`config.mk`:
```
export PLATFORM = sky130hd
export DESIGN_NAME = apb_slave_mem
export DESIGN_NICKNAME = d
export VERILOG_FILES = /design/src/rtl/apb_pkg.sv /design/src/rtl/apb_wait_counter.sv /design/src/rtl/apb_slave_mem.sv
export SDC_FILE = /design/constraint.sdc
export NUM_CORES = 1
export LEC_CHECK = 0
export BUFFER_PORTS_ARGS = -buffer_cell sky130_fd_sc_hd__clkbuf_2
export CORE_MARGIN = 10
export CORE_UTILIZATION = 50
export DETAILED_ROUTE_END_ITERATION = 10
export PLACE_DENSITY = 0.67
export REMOVE_ABC_BUFFERS = 1
export SYNTH_ARGS = -nofsm -noshare
export SYNTH_HDL_FRONTEND = slang
export SYNTH_SLANG_ARGS = --single-unit
```
`constraint.sdc`:
```
create_clock -name hclk -period 2.8 [get_ports hclk]
set_input_delay 0.42 -clock hclk [delete_from_list [all_inputs] [get_ports hclk]]
set_output_delay 0.42 -clock hclk [all_outputs]
set_load 0.01 [all_outputs]
```
`src/rtl/apb_pkg.sv`:
```
// ---------------------------------------------------------------------------
// apb_pkg: shared APB slave types, bus widths and address-decode helper. Rev 1.0
// ---------------------------------------------------------------------------
`default_nettype none

package apb_pkg;

  localparam int APB_ADDR_W = 32;
  localparam int APB_DATA_W = 32;

  typedef enum logic [0:0] {
    IDLE   = 1'b0,
    ACCESS = 1'b1
  } apb_state_e;

  // An access errors when it falls below the window, past its end, or is not word aligned.
  function automatic logic apb_decode_err(
    input logic [APB_ADDR_W-1:0] addr,
    input logic [APB_ADDR_W-1:0] base,
    input logic [APB_ADDR_W-1:0] span
  );
    logic [APB_ADDR_W-1:0] off;
    off = addr - base;
    return (addr < base) || (off >= span) || (addr[1:0] != 2'b00);
  endfunction

endpackage

`default_nettype wire

```
`src/rtl/apb_wait_counter.sv`:
```
// ---------------------------------------------------------------------------
// apb_wait_counter: loadable down-counter, done while the count is one. Rev 1.0
// ---------------------------------------------------------------------------
`default_nettype none

module apb_wait_counter #(
  parameter int CNT_W = 4
) (
  input  logic             hclk,
  input  logic             hresetn,
  input  logic             load,
  input  logic [CNT_W-1:0] load_val,
  input  logic             dec,
  output logic             done
);

  logic [CNT_W-1:0] cnt_d;
  logic [CNT_W-1:0] cnt_q;

  always_comb begin
    cnt_d = cnt_q;
    if (load) begin
      cnt_d = load_val;
    end else if (dec && (cnt_q != '0)) begin
      cnt_d = cnt_q - 1'b1;
    end
  end

  always_ff @(posedge hclk) begin
    if (!hresetn) begin
      cnt_q <= '0;
    end else begin
      cnt_q <= cnt_d;
    end
  end

  assign done = (cnt_q == CNT_W'(1));

endmodule

`default_nettype wire

```
`src/rtl/apb_slave_mem.sv`:
```
// ---------------------------------------------------------------------------
// apb_slave_mem: APB completer with programmable wait states over a word memory. Rev 1.0
// ---------------------------------------------------------------------------
`default_nettype none

module apb_slave_mem
  import apb_pkg::*;
#(
  parameter int unsigned     SEL_IDX     = 0,
  parameter logic [31:0]     BASE_ADDR   = 32'h8000_0000,
  parameter int unsigned     DEPTH       = 16,
  parameter int unsigned     WAIT_STATES = 0
) (
  input  logic                  hclk,
  input  logic                  hresetn,
  input  logic [2:0]            pselx,
  input  logic                  penable,
  input  logic                  pwrite,
  input  logic [APB_ADDR_W-1:0] paddr,
  input  logic [APB_DATA_W-1:0] pwdata,
  output logic [APB_DATA_W-1:0] prdata,
  output logic                  pready,
  output logic                  pslverr
);

  localparam int              IDX_W   = (DEPTH > 1) ? $clog2(DEPTH) : 1;
  localparam logic [31:0]     SPAN    = 32'(DEPTH * 4);
  localparam logic [3:0]      WS_LOAD = 4'(WAIT_STATES);

  apb_state_e            state_d, state_q;
  logic                  write_d, write_q;
  logic                  err_d, err_q;
  logic [IDX_W-1:0]      idx_d, idx_q;
  logic [APB_DATA_W-1:0] wdata_d, wdata_q;
  logic                  pready_d, pready_q;
  logic                  pslverr_d, pslverr_q;
  logic [APB_DATA_W-1:0] prdata_d, prdata_q;
  logic [APB_DATA_W-1:0] mem_d [DEPTH];
  logic [APB_DATA_W-1:0] mem_q [DEPTH];

  logic                  sel;
  logic [APB_ADDR_W-1:0] off;
  logic [IDX_W-1:0]      idx_w;
  logic                  err_w;
  logic                  cnt_load, cnt_dec, cnt_done;
  logic                  mem_we;
  logic                  pselx_unused;

  assign sel          = pselx[SEL_IDX];
  assign pselx_unused = ^pselx;
  assign off          = paddr - BASE_ADDR;
  assign idx_w        = IDX_W'(off >> 2);
  assign err_w        = apb_decode_err(paddr, BASE_ADDR, SPAN);

  apb_wait_counter #(
    .CNT_W (4)
  ) u_wait_counter (
    .hclk     (hclk),
    .hresetn  (hresetn),
    .load     (cnt_load),
    .load_val (WS_LOAD),
    .dec      (cnt_dec),
    .done     (cnt_done)
  );

  always_comb begin
    state_d   = state_q;
    write_d   = write_q;
    err_d     = err_q;
    idx_d     = idx_q;
    wdata_d   = wdata_q;
    pready_d  = pready_q;
    pslverr_d = pslverr_q;
    prdata_d  = prdata_q;
    cnt_load  = 1'b0;
    cnt_dec   = 1'b0;
    mem_we    = 1'b0;

    case (state_q)
      IDLE: begin
        pready_d  = 1'b0;
        pslverr_d = 1'b0;
        prdata_d  = '0;
        // penable without a preceding setup phase is ignored here.
        if (sel && !penable) begin
          state_d  = ACCESS;
          write_d  = pwrite;
          err_d    = err_w;
          idx_d    = idx_w;
          wdata_d  = pwdata;
          cnt_load = 1'b1;
          if (WAIT_STATES == 0) begin
            pready_d  = 1'b1;
            pslverr_d = err_w;
            prdata_d  = (!pwrite && !err_w) ? mem_q[idx_w] : '0;
          end
        end
      end
      ACCESS: begin
        if (!sel) begin
          state_d   = IDLE;
          pready_d  = 1'b0;
          pslverr_d = 1'b0;
          prdata_d  = '0;
        end else if (penable) begin
          if (pready_q) begin
            mem_we    = write_q && !err_q;
            state_d   = IDLE;
            pready_d  = 1'b0;
            pslverr_d = 1'b0;
            prdata_d  = '0;
          end else begin
            cnt_dec = 1'b1;
            if (cnt_done) begin
              pready_d  = 1'b1;
              pslverr_d = err_q;
              prdata_d  = (!write_q && !err_q) ? mem_q[idx_q] : '0;
            end
          end
        end
      end
      default: state_d = IDLE;
    endcase
  end

  always_comb begin
    mem_d = mem_q;
    if (mem_we) begin
      mem_d[idx_q] = wdata_q;
    end
  end

  always_ff @(posedge hclk) begin
    if (!hresetn) begin
      state_q   <= IDLE;
      write_q   <= 1'b0;
      err_q     <= 1'b0;
      idx_q     <= '0;
      wdata_q   <= '0;
      pready_q  <= 1'b0;
      pslverr_q <= 1'b0;
      prdata_q  <= '0;
      mem_q     <= '{default: '0};
    end else begin
      state_q   <= state_d;
      write_q   <= write_d;
      err_q     <= err_d;
      idx_q     <= idx_d;
      wdata_q   <= wdata_d;
      pready_q  <= pready_d;
      pslverr_q <= pslverr_d;
      prdata_q  <= prdata_d;
      mem_q     <= mem_d;
    end
  end

  assign prdata  = prdata_q;
  assign pready  = pready_q;
  assign pslverr = pslverr_q;

endmodule

`default_nettype wire
```
==> run_results.csv, run 1 <==
group,metric,value,unit
status,status,"finished, final reports clean",
timing,fmax,391,MHz
floorplanning,io_pins,105,
timing,hold_viol,0,
detailed_routing,finalWirelength,103,mm
timing,slew_violations,0,
worst_hold_path,timing.hold.worst.class,"in -> reg",
timing,fin_crit,2560,ps
clock_tree,clock_latency,620,ps
floorplanning,placementRows,90,
critical_path,ff2ff_setup_slack,240,ps
yosys,post_synth_num_cell_types,49,
clock_tree,cts_resized,0,
floorplanning,die-width,267,um
yosys,synth_area,30400,sq um
layout,multi_input_area,17200,sq um
global_routing,grt_max_degree,109,
layout,nNetsFinal,3290,
yosys,async_flop_share,0,
critical_path,worstPathArrival,3090,ps
clock_tree,cts_tree,"built",
detailed_routing,num_vias,25613,
detailed_routing,drtAntennaViolNets,0,
clock_tree,clkTransAtPathRegs,60,ps
critical_path,slowest_delay,730,ps
placement,dp_hpwl,60.6,mm
global_routing,antenna_found_initial,1,
global_routing,grt_pass1_wl,157,mm
detailed_routing,drc,0,
global_routing,grt.total_usage,0.287,
power_and_ir_drop,irDropWorstVdd,0.413,mV
yosys,ys_warn_count,0,
yosys,yosys_most_used_dff,"dfxtp_1",
yosys,synthCells,3268,
clock_tree,cts_sinks,589,
layout,utilization,0.570,
critical_path,r2r-start,"state_q$_SDFF_PN0_",
timing,rsz0062_at_grt,"no",
worst_hold_path,holdPathStages,3,
power_and_ir_drop,power.density,535,nW/um^2
yosys,ys_seq_area_frac,0.388,
clock_tree,htreeDepth,3,
layout,fillers,5130,
critical_path,crit_fanout,14,
timing,timing.final.crit_share,0.913,
critical_path,r2r-end,"prdata[15]$_SDFFE_PN0P_",
global_routing,overflow,0,
critical_path,cp_num_buf_inv,2,
yosys,syn_area_per_cell,9.30,sq um
timing,finalWorstSetupSlack,244,ps
yosys,ys_seq_elements,589,
placement,placed_cells,3931,
layout,seqCellArea,11800,sq um
floorplanning,design.die.area,71000,sq um
timing,tns,0,ps
global_routing,grt_pass1_vias,25776,
detailed_routing,drt_iter0_markers,2750,
critical_path,critPathLaunchType,"flip-flop",
layout,area_growth,13.1,%
power_and_ir_drop,leakagePower,0.0113,uW
critical_path,slowest_stage,"nor4_1",
critical_path,startpoint,"state_q$_SDFF_PN0_",
worst_hold_path,worstHoldStart,"pwdata[3]",
clock_tree,cts_hold_repair.buffers,0,
detailed_routing,dr.pass1.iters,8,
floorplanning,fp.dieH,267,um
timing,finalClockSkew,30.0,ps
layout,drive_gt1_frac,0.206,
critical_path,crit_chain,"nand2_1 -> buf_4 -> nor4_1 -> and2_2 -> buf_4 -> o211ai_1 -> a21oi_1",
job,maxCapViolCount,0,
clock_tree,clockRootBuffer,"clkbuf_16",
layout,final_cells,4053,
clock_tree,cts_buffers,66,
detailed_routing,wl_per_cell,25.4,um
timing,slew_headroom,0.349,
floorplanning,start_util,0.504,
worst_hold_path,worstHoldEndpoint,"wdata_q[3]$_SDFFE_PN0P_",
timing,worst_slew_pin_slew,968,ps
clock_tree,cts_setup_buffers,0,
critical_path,crit_top_cell,"buf_4",
detailed_routing,viasPerCell,6.32,
critical_path,critPathCaptureType,"flip-flop",
placement,io_buffers,102,
layout,final_common_cell,"nand2_1",
layout,final_cell_mix,"nand2_1 (1141), dfxtp_1 (585), a21boi_0 (411)",
timing,setup_viol,0,
yosys,synth-edff-count,0,
layout,diodes,0,
clock_tree,cts_buffer_depth,3,
floorplanning,core,60200,sq um
layout,final_area,34400,sq um
placement,placed_cell_area,32200,sq um
critical_path,reg2regPathDepth,7,
critical_path,worst-setup-path-type,"reg -> reg",
critical_path,crit_family,"simple AND/OR/NAND/NOR gates",
placement,gp_congestion,0.852,
critical_path,cp.required,3330,ps
placement,dp_slack,187,ps
[where the power goes]
group / total, uW / internal, uW / switching [uW] / leakage (uW)
registers: 8550 / 8410 / 142 / 0.00475
clock network: 8790 / 5120 / 3670 / 0.00109
logic: 1050 / 453 / 601 / 0.00549
total: 18400 / 14000 / 4410 / 0.0113
[area by class of cell]
cell class | count | share of cell area
Multi-Input combinational cell | 2321 | 0.501
Sequential cell | 589 | 0.343
Timing Repair Buffer | 234 | 0.0630
Clock buffer | 105 | 0.0594
Tap cell | 782 | 0.0285
Clock inverter | 17 | 0.00430
Inverter | 5 | 0.000546
[flip-flops by register name, indices dropped and copies added (netlist names), 4 cells and up]
| register | count |
|---|---|
| u_wait_counter.cnt_q | 4 |
| wdata_q | 32 |
| idx_q | 4 |
| prdata | 32 |
| mem_q | 512 |
[worst min-delay path, stage by stage]
cell and delay (ps):
clkbuf_2 80, nand2_1 40, a21boi_0 60
[per-layer routing]
layer	routed length (um)	global-route usage
met5	12	0
met3	10600	0.0543
met1	38500	0.354
met2	48200	0.474
met4	5640	0.147
[through the flow]
step,total power [uW],hold WS (ps)
final,18400,29.7
after floorplan,9170,442
after global routing,18900,33.0
after global placement,9760,448
after CTS,18500,9.01
after detailed placement,9780,459
[kinds of logic (layout without fill, tap and decap cells)]
group | count (synthesis) | in the layout | synth area share
AND/OR/NAND/NOR | 1245 | 1245 | 0.160
adder cells (fa/ha/maj) | 2 | 2 | 0.000823
buffers and inverters | 358 | 361 | 0.0502
XOR/XNOR | 3 | 3 | 0.000865
multiplexers | 383 | 383 | 0.232
AO/OA/AOI/OAI | 688 | 688 | 0.167
flip-flops | 589 | 589 | 0.388
[worst max-delay path by stage]
| stage | endpoint | slack (ps) | cells after the start |
|---|---|---|---|
| after floorplan | mem_q[0]$_SDFFE_PN0P_ | -4110 | 5 |
| after global placement | prdata[1]$_SDFFE_PN0P_ | 200 | 8 |
| after detailed placement | prdata[29]$_SDFFE_PN0P_ | 190 | 8 |
| after CTS | prdata[15]$_SDFFE_PN0P_ | 300 | 7 |
| after global routing | prdata[1]$_SDFFE_PN0P_ | 170 | 7 |
| final | prdata[15]$_SDFFE_PN0P_ | 240 | 7 |
[Yosys cell counts (2+ instances only)]
cell type | instances | area share
nand2_1 | 1150 | 0.14
dfxtp_1 | 589 | 0.39
a21boi_0 | 411 | 0.10
mux4_2 | 255 | 0.19
clkbuf_1 | 231 | 0.029
a21boi_1 | 138 | 0.034
buf_2 | 106 | 0.017
mux2i_1 | 96 | 0.032
o211ai_1 | 64 | 0.016
nor2_1 | 42 | 0.0052
a21oi_1 | 33 | 0.0054
mux2_2 | 32 | 0.012
a22oi_1 | 31 | 0.0077
buf_1 | 9 | 0.0011
and2_0 | 8 | 0.0016
nor4_1 | 7 | 0.0014
buf_6 | 6 | 0.0022
nor2b_1 | 5 | 0.0010
inv_1 | 4 | 0.00049
nand3_1 | 4 | 0.00066
nor4_2 | 4 | 0.0016
a211oi_1 | 3 | 0.00074
and3_1 | 3 | 0.00062
or3b_1 | 3 | 0.00086
a31oi_1 | 2 | 0.00041
and2_1 | 2 | 0.00041
and3b_1 | 2 | 0.00058
ha_1 | 2 | 0.00082
nand4_1 | 2 | 0.00041
nor3b_2 | 2 | 0.00082
nor4b_1 | 2 | 0.00058
o211a_1 | 2 | 0.00066
xor2_1 | 2 | 0.00058
(Power assumes the default switching activity.)
==> run 2, diff against run 1 <==
--- a/config.mk
+++ b/config.mk
@@ -8,6 +8,7 @@
 export BUFFER_PORTS_ARGS = -buffer_cell sky130_fd_sc_hd__clkbuf_2
 export CORE_MARGIN = 10
 export CORE_UTILIZATION = 50
+export CTS_BUF_LIST = sky130_fd_sc_hd__clkbuf_8
 export DETAILED_ROUTE_END_ITERATION = 10
 export PLACE_DENSITY = 0.67
 export REMOVE_ABC_BUFFERS = 1
==> run_results.csv, run 2 (same netlist as run 1, synthesis figures left out) <==
group,metric,value,unit
clock_tree,clkTransAtPathRegs,60,ps
timing,setup_viol,0,
layout,final_cell_mix,"nand2_1 (1141), dfxtp_1 (585), a21boi_0 (411)",
floorplanning,design.die.area,71000,sq um
floorplanning,io_pins,105,
power_and_ir_drop,p_clk_frac,0.453,
job,maxCapViolCount,0,
critical_path,critPathCaptureType,"flip-flop",
timing,slew_headroom,0.312,
placement,dp_slack,187,ps
timing,timing.final.crit_share,0.922,
layout,seqCellArea,11800,sq um
layout,fillers,5160,
floorplanning,core,60200,sq um
power_and_ir_drop,irDropWorstVdd,0.384,mV
timing,fmax,387,MHz
placement,placed_cell_area,32200,sq um
detailed_routing,dr.pass1.iters,5,
layout,final_cells,4144,
timing,rsz0062_at_grt,"no",
critical_path,reg2regPathDepth,7,
layout,final_common_cell,"nand2_1",
timing,fin_crit,2580,ps
global_routing,grt_pass1_wl,157,mm
critical_path,critPathLaunchType,"flip-flop",
timing,slew_violations,0,
critical_path,crit_family,"simple AND/OR/NAND/NOR gates",
power_and_ir_drop,leakagePower,0.0116,uW
layout,final_area,34600,sq um
clock_tree,cts_buffer_depth,3,
critical_path,slowest_stage,"nor4_1",
critical_path,cp.required,3420,ps
floorplanning,start_util,0.504,
detailed_routing,wl_per_cell,24.8,um
timing,worst_slew_pin_slew,1020,ps
critical_path,cp_num_buf_inv,2,
power_and_ir_drop,p_sw_frac,0.252,
layout,area_growth,13.8,%
timing,whs,45.0,ps
placement,dp_hpwl,60.6,mm
clock_tree,cts_sinks,589,
detailed_routing,viasPerCell,6.24,
floorplanning,placementRows,90,
detailed_routing,drc,0,
clock_tree,cts_tree,"built",
power_and_ir_drop,p_comb_frac,0.062,
critical_path,crit_chain,"nand2_1 -> buf_4 -> nor4_1 -> and2_2 -> buf_4 -> o211ai_1 -> a21oi_1",
timing,finalWorstSetupSlack,218,ps
placement,gp_congestion,0.852,
layout,top_register,"mem_q",
clock_tree,cts_resized,0,
global_routing,grt.total_usage,0.287,
clock_tree,clockRootBuffer,"clkbuf_8",
layout,drive_gt1_frac,0.215,
detailed_routing,drtAntennaViolNets,0,
clock_tree,htreeDepth,3,
status,status,"finished, final reports clean",
detailed_routing,drt_iter0_markers,2709,
critical_path,crit_fanout,14,
placement,io_buffers,102,
detailed_routing,finalWirelength,103,mm
worst_hold_path,holdPathStages,3,
detailed_routing,num_vias,25864,
detailed_routing,wl_met2,47.9,mm
layout,multi_input_area,17200,sq um
critical_path,worstPathArrival,3200,ps
power_and_ir_drop,power.density,510,nW/um^2
clock_tree,cts_setup_buffers,0,
clock_tree,clock_latency,720,ps
layout,largest_register_ffs,512,
critical_path,slowest_delay,780,ps
global_routing,grt_max_degree,109,
critical_path,worst-setup-path-type,"reg -> reg",
worst_hold_path,timing.hold.worst.class,"in -> reg",
clock_tree,cts_buffers,101,
critical_path,worst-path-stages,7,
layout,nNetsFinal,3358,
power_and_ir_drop,net-switching-power,4440,uW
global_routing,grt_pass1_vias,26222,
floorplanning,die-width,267,um
power_and_ir_drop,power.internal,13200,uW
timing,finalClockSkew,34.2,ps
detailed_routing,wl_met1,39.4,mm
global_routing,antenna_found_initial,1,
timing,hold_viol,0,
global_routing,overflow,0,
floorplanning,fp.dieH,267,um
detailed_routing,met3_length,10.2,mm
power_and_ir_drop,seq_power_share,0.485,
placement,placed_cells,3931,
critical_path,crit_top_cell,"buf_4",
detailed_routing,top_layer,"met4",
==> run 2: cell types whose count changed in the layout (fill, tap and decap cells not counted), moves of 2 or more <==
cell | previous run | this run
clkbuf_1 | 17 | 0
clkbuf_16 | 68 | 0
clkbuf_8 | 20 | 135
clkinv_2 | 11 | 8
clkinvlp_4 | 0 | 4
dlygate4sd3_1 | 0 | 33
inv_1 | 4 | 32
inv_8 | 0 | 2
==> run 2: cell type report <==
type / count / area share
Sequential cell: 589 / 0.341
Clock inverter: 44 / 0.00622
Multi-Input combinational cell: 2321 / 0.498
Antenna cell: 1 / 0.0000724
Inverter: 5 / 0.000543
Clock buffer: 135 / 0.0537
Tap cell: 782 / 0.0283
Timing Repair Buffer: 267 / 0.0721
==> run 2: through the flow <==
| stage | util | setup TNS (ps) | total power, uW |
|---|---|---|---|
| after detailed placement | 0.534 | 0 | 9780 |
| after global placement | 0.534 | 0 | 9760 |
| after global routing | 0.574 | 0 | 18100 |
| after CTS | 0.574 | 0 | 17700 |
| final | 0.574 | 0 | 17600 |
| after floorplan | - | -1980600 | 9170 |
==> run 2: metal layers <==
metal | up-vias | track usage
met2 | 1394 | 0.470
met5 | - | 0
met4 | 0 | 0.151
met3 | 335 | 0.0606
met1 | 12752 | 0.352
li1 | 11383 | -
==> run 2: power by group through the flow <==
stage	logic (uW)	clock network, uW	registers (uW)
2_1_floorplan	419	0	8760
3_3_place_gp	1030	0	8730
3_5_place_dp	1040	0	8740
4_1_cts	1080	8070	8550
5_1_grt	1140	8440	8560
6_report	1090	7980	8560
==> run 2: path summary, 6_finish.rpt <==
| kind | start | endpoint | slack, ps |
|---|---|---|---|
| max | state_q$_SDFF_PN0_ | prdata[31]$_SDFFE_PN0P_ | 220 |
| min | pwdata[21] | wdata_q[21]$_SDFFE_PN0P_ | 50 |
| max reg2reg | state_q$_SDFF_PN0_ | prdata[31]$_SDFFE_PN0P_ | 220 |
| min reg2reg | mem_q[183]$_SDFFE_PN0P_ | mem_q[183]$_SDFFE_PN0P_ | 470 |
==> run 2: worst register-to-register path, cell delays in order, from the launching register on <==
cell      delay, ps
dfxtp_1         450
nand2_1         110
buf_4           170
nor4_1          780
and2_2          310
buf_4           330
o211ai_1        190
a21oi_1         160
==> run 2: repair_timing <==
action,CTS,global route
hold endpoints to repair,34,0
setup endpoints to repair,0,0
hold buffers,33,0
